`config.mk`:
```
export PLATFORM = sky130hd
export DESIGN_NAME = instr_fetch
export DESIGN_NICKNAME = d
export VERILOG_FILES = /design/src/rtl/instr_fetch.sv
export SDC_FILE = /design/constraint.sdc
export NUM_CORES = 1
export LEC_CHECK = 0
export CORE_ASPECT_RATIO = 1.2
export CORE_MARGIN = 3
export CORE_UTILIZATION = 43
export CTS_CLUSTER_SIZE = 16
export DETAILED_ROUTE_END_ITERATION = 12
export MAX_ROUTING_LAYER = met4
export PLACE_DENSITY = 0.89
export SETUP_SLACK_MARGIN = 0.5
export SYNTH_ARGS = -nofsm -noshare
export SYNTH_HDL_FRONTEND = slang
export SYNTH_SLANG_ARGS = --single-unit
export TNS_END_PERCENT = 30
```
`constraint.sdc`:
```
create_clock -name Clk -period 1.6 [get_ports Clk]
set_clock_uncertainty 0.05 [all_clocks]
set_input_delay 0.48 -clock Clk [delete_from_list [all_inputs] [get_ports Clk]]
set_output_delay 0.48 -clock Clk [all_outputs]
set_load 0.05 [all_outputs]
```
`src/rtl/instr_fetch.sv`:
```
// Fetch stage and program sequencer: owns the instruction ROM address, applies
// decoder goto/skip/halt requests, and runs the start/run/done handshake.
module instr_fetch #(
    parameter int PC_W  = 10,
    parameter int CNT_W = 16
) (
    input  logic             Clk,
    input  logic             Reset,
    input  logic             Start,
    input  logic [PC_W-1:0]  StartAddr,
    input  logic             Ack,
    input  logic             GotoEn,
    input  logic [PC_W-1:0]  GotoTarget,
    input  logic             Jump2En,
    input  logic             BranchCond,
    output logic [PC_W-1:0]  ProgCtr,
    output logic             Running,
    output logic             Done,
    output logic [CNT_W-1:0] InstrCount
);

    localparam logic [1:0] S_IDLE = 2'd0;
    localparam logic [1:0] S_RUN  = 2'd1;
    localparam logic [1:0] S_DONE = 2'd2;

    logic [1:0]       state;
    logic [1:0]       state_nxt;
    logic [PC_W-1:0]  pc_nxt;
    logic [CNT_W-1:0] cnt_nxt;

    always_comb begin
        state_nxt = state;
        pc_nxt    = ProgCtr;
        cnt_nxt   = InstrCount;
        case (state)
            S_IDLE, S_DONE: begin
                if (Start) begin
                    state_nxt = S_RUN;
                    pc_nxt    = StartAddr;
                    cnt_nxt   = '0;
                end
            end
            S_RUN: begin
                // The halt cycle still counts as an executed instruction.
                if (InstrCount != '1)
                    cnt_nxt = InstrCount + 1'b1;
                if (Ack)
                    state_nxt = S_DONE;
                else if (GotoEn)
                    pc_nxt = GotoTarget;
                else if (Jump2En && BranchCond)
                    pc_nxt = ProgCtr + PC_W'(2);
                else
                    pc_nxt = ProgCtr + PC_W'(1);
            end
            default: begin
                state_nxt = S_IDLE;
            end
        endcase
    end

    always_ff @(posedge Clk) begin
        if (Reset) begin
            state      <= S_IDLE;
            ProgCtr    <= '0;
            InstrCount <= '0;
        end else begin
            state      <= state_nxt;
            ProgCtr    <= pc_nxt;
            InstrCount <= cnt_nxt;
        end
    end

    assign Running = (state == S_RUN);
    assign Done    = (state == S_DONE);

endmodule
```
==> metrics, run 1 <==
largest net degree at the start of global routing=16; ys flop type=dfxtp_1; Num CTS Buffers=3; status=aborted with a tool error; syn nets=roughly 250; WEP type=register data pin; Clock Sinks=28; Placer Congestion=0.9345; failing step=global routing (5_1_grt); detailed placement HPWL=4.860 mm; Port-buffer cells=54; Async SR Flop Fraction=0%; Syn Inst Count=between 200 and 250; Die Y=approximately 80 um; Placed Area=3097 sq um; GRT worst endpoint=InstrCount[3]$_SDFFE_PP0P_/D; Synth Register Bits=28; Synth Cell Area=~1900 sq um; initial antenna violation count=0; H-tree depth=1; I/O pin cnt=55; Starting Density=45.89%; CTS Root Cell=clkbuf_8; synth warn=0; CTS max path bufs=2; first error=[ERROR DPL-0033] detailed placement checks failed during check placement.; post-synthesis sequential area ratio=30.27%; DP Cell Count=between 300 and 400; Die Wd=65.91 um; # rows=25; hold buffer count at CTS=0; Post-synth EDFFs=0; post-synthesis cell type count=56; mean area per synthesized cell=roughly 8.4 sq um
logic make-up after synthesis:
kind of cell | count (synthesis) | share of synthesized area (%)
compound gates | 75 | 29.93
xor+xnor | 1 | 0.4731
fa+ha+maj | 3 | 2.027
buf+inv | 18 | 5.811
flops | 28 | 30.27
mux | 3 | 1.622
simple gates | 93 | 29.86
Yosys cell counts, drive strengths merged (3+ instances only):
master / instances / share of area (%)
nor2b: 3 / 1.4
o21ai: 10 / 2.9
inv: 6 / 1.2
nor3: 7 / 1.9
o31ai: 9 / 3.6
clkbuf: 3 / 0.61
or4: 10 / 4.1
a211oi: 3 / 1.2
dfxtp: 28 / 30
o211ai: 3 / 2.0
buf: 8 / 3.1
nand2: 19 / 3.9
a31oi: 3 / 1.0
mux2i: 3 / 1.6
and3: 7 / 2.4
o32ai: 3 / 1.4
nor2: 12 / 2.4
or3: 4 / 1.4
nand4: 7 / 2.4
nand3: 7 / 1.9
and4: 3 / 1.6
a21oi: 19 / 5.1
ha: 3 / 2.0
nand2b: 5 / 2.1
metrics by stage:
step           worst slack [ns]  util [%]
2_1_floorplan          -0.02408         -
3_3_place_gp            -0.5421     76.74
3_5_place_dp            -0.6555     76.74
4_1_cts                -0.09339     88.03
repair_timing:
item / 4_1_cts
buffers inserted: 24
endpoints found under the setup margin: 56
pin swaps: 37
resized for setup: 73
==> run 2: changes to the inputs <==
==> config.mk (replaced) <==
export PLATFORM = sky130hd
export DESIGN_NAME = instr_fetch
export DESIGN_NICKNAME = d
export VERILOG_FILES = /design/src/rtl/instr_fetch.sv
export SDC_FILE = /design/constraint.sdc
export NUM_CORES = 1
export LEC_CHECK = 0
export CORE_MARGIN = 3
export CORE_UTILIZATION = 40
export DETAILED_ROUTE_END_ITERATION = 12
export PLACE_DENSITY_LB_ADDON = 0.15
export SYNTH_ARGS = -nofsm -noshare
export SYNTH_HDL_FRONTEND = slang
export SYNTH_SLANG_ARGS = --single-unit
export TNS_END_PERCENT = 30
==> constraint.sdc (replaced) <==
create_clock -name Clk -period 2.1 [get_ports Clk]
set_clock_uncertainty 0.05 [all_clocks]
set_input_delay 0.63 -clock Clk [delete_from_list [all_inputs] [get_ports Clk]]
set_output_delay 0.63 -clock Clk [all_outputs]
set_load 0.05 [all_outputs]
==> metrics, run 2 <==
register area=560.5 sq um; clock-pin slew on the worst setup and hold paths=0.10 ns; core area=about 4400 sq um; Syn Inst Count=221 (unchanged); global-route wire length before repair=8.514 mm; vias per cell=roughly 6; # rows=24 (-4.0%); I/O pin cnt=55 (unchanged); Compound-Gate Fraction of Synth Area=29.93% (unchanged); crit start category=input port; WL per Instance=about 15 um; setup violators final=0; worst min path class=reg2reg; GRT Total Usage=19.41%; Vias=2,026; final instance area=about 2600 sq um; syn nets=251 (unchanged); Async SR Flop Fraction=0% (unchanged); Starting Density=41.95% (-3.9 points); Iter 0 DRT Violations=between 100 and 150; Hold Crit Depth=2; Hold Path End=InstrCount[9]; Post-CTS Setup Repair Bufs=0 (-100%); largest reg by FF count=InstrCount; CTS max path bufs=2 (unchanged); FMAX=488.4 MHz; RSZ-0062 raised after global routing=true; largest net degree at the start of global routing=21; Max VDD drop=between 0.2 and 0.25 mV; DRT Wirelength=about 5.3 mm; # nets final=approximately 320; PnR Total Power=between 1 and 1.5 mW; Placed Area=2531 sq um (-18%); Reg-to-Reg End=InstrCount[7]; area grow syn2layout=40.47%; CP max FO=8; final setup margin=0.05231 ns; Num CTS Buffers=3 (unchanged); Port-buffer cells=54 (unchanged); non-filler cells, final=~350; n_diodes=0; max cap viols=0; largest family of logic cells by synthesized area=compound AO/OA/AOI/OAI gates; most frequent cells in the layout=buf_4 (51), dfxtp_1 (28), clkdlybuf4s50_1 (26); post-synth top area share=30.27% (unchanged); post-synthesis cell type count=56 (unchanged); Largest register FFs=16; post-route ant nets=0; status=finished clean; Die Wd=74.04 um (+12%); # DRC=0; Largest regs=InstrCount x16, ProgCtr x10, state x2; grt total ovfl=0; post-synth top area cell=dfxtp_1; worst r2r src=state[0]; post-synthesis sequential area ratio=30.27% (unchanged); r2r worst-path depth=5; # fillers=393; vias in the first global route=1,814; CTS tree=built; Post-synth EDFFs=0 (unchanged); Leak Pwr=0.9645 nW; fin crit period=2.048 ns; Worst EP arrival=2.21 ns; Synth Register Bits=28 (unchanged); crit path capture type=flop; setup slack, reg-to-reg=0.27 ns; Cell Pwr Density=506.1 nW/um^2; drt first pass iters=4; Clock Sinks=28 (unchanged); mux share of post-synthesis cell area=1.622% (unchanged); initial antenna violation count=0; detailed placement HPWL=3.920 mm (-19%); measured slew at the worst slew-check pin=0.4555 ns; Crit Path Category=in2reg; area of the multi-input gates=1199 sq um; share of cells above drive strength 1=between 20% and 30%; worst-skew pair later-pin latency=0.28 ns; endpoints failing hold=0; post-synthesis simple-gate area fraction=29.86% (unchanged); post-synthesis xor/xnor area fraction=0.4730% (unchanged); H-tree depth=1 (unchanged); synth warn=0 (unchanged); DP Worst Slack=-0.3445 ns (+0.3109 ns); Placer Congestion=0.8941 (-4.3%); Synth Area in Adders=2.027% (unchanged); Die Y=74.04 um (-4.9%); DP Cell Count=341 (-3.7%); ys flop type=dfxtp_1; crit path from=Start; Hold Path Origin=InstrCount[9]; most common cell in the netlist=dfxtp_1; CTS Root Cell=clkbuf_8; WP data required=2.27 ns; area of the die=5482 sq um; largest cells by area after synthesis=dfxtp_1 (30%), a21oi_1 (5.1%), or4_1 (4.1%), nand2_1 (3.9%), o31ai_1 (3.6%); Relative slew margins=between 60% and 70%; mean area per synthesized cell=8.379 sq um (unchanged); Final period util=a little over nine tenths; Synth Cell Area=1852 sq um (unchanged); commonest non-fill, non-tap cell in the layout=buf_4; Slew Limit Fails=0; Post-synth top cells=dfxtp_1 (28), a21oi_1 (19), nand2_1 (19)
-- run 2: what timing repair did --
action                     in CTS  in global routing
hold buffers                    0                  0
gates resized for setup         1                  2
setup endpoints to repair       1                  4
pin swaps                       0                  0
-- run 2: critical path: stages --
cell and delay [ns]:
clkdlybuf4s50_1 0.48, nor2b_4 0.26, o2111ai_4 0.18, or4_1 0.50, a21oi_1 0.15
-- run 2: cells by family (layout without fill, tap and decap cells) --
family	after synthesis	in the layout
AOI/OAI and AO/OA	75	75
xor gates and xnor gates	1	1
adders and majority gates	3	3
buffers and inverters	18	90
DFF	28	28
muxes	3	3
and+or+nand+nor	93	93
-- run 2: layout make-up --
type                    count  share of cell area [%]
flip-flops and latches     28                   21.55
inverters                   7                   1.491
clock buffers               4                   2.116
multi-input cells         175                   46.08
well taps                  52                   2.501
repair buffers             79                   26.26
-- run 2: metrics by stage --
| stage | hold slack (ns) | util (%) | TNS, ns |
|---|---|---|---|
| floorplan | 0.5787 | - | 0 |
| global placement | 0.4511 | 57.34 | -3.521 |
| detailed placement | 0.4463 | 57.34 | -3.749 |
| CTS | 0.4704 | 58.67 | 0 |
| global route | 0.4943 | 58.93 | -0.06842 |
| finish | 0.4759 | 58.93 | 0 |
-- run 2: worst max path at each step --
stage	endpoint	slack, ns
final	InstrCount[7]	0.05
after global routing	InstrCount[9]	-0.03
after CTS	InstrCount[7]	0.07
after detailed placement	ProgCtr[7]	-0.34
after global placement	ProgCtr[7]	-0.26
after floorplan	InstrCount[7]	0.11
-- run 2: routing by layer --
metal | part of all wire [%] | GRT usage, % | routed length (um) | vias to the layer above
li1 | - | - | - | 1015
met1 | 51 | 29.84 | 2702 | 954
met2 | 44 | 28.35 | 2301 | 53
met3 | 4.3 | 2.297 | 227 | 4
met4 | 0.68 | 5.231 | 36 | 0
met5 | 0 | 0 | 0 | -
-- run 2: power by group --
| part | switching [mW] | internal, mW | leakage, nW |
|---|---|---|---|
| sequential | 0.0328 | 0.553 | 0.228 |
| clock | 0.186 | 0.168 | 0.0288 |
| combinational | 0.211 | 0.165 | 0.708 |
(Power assumes the default switching activity.)
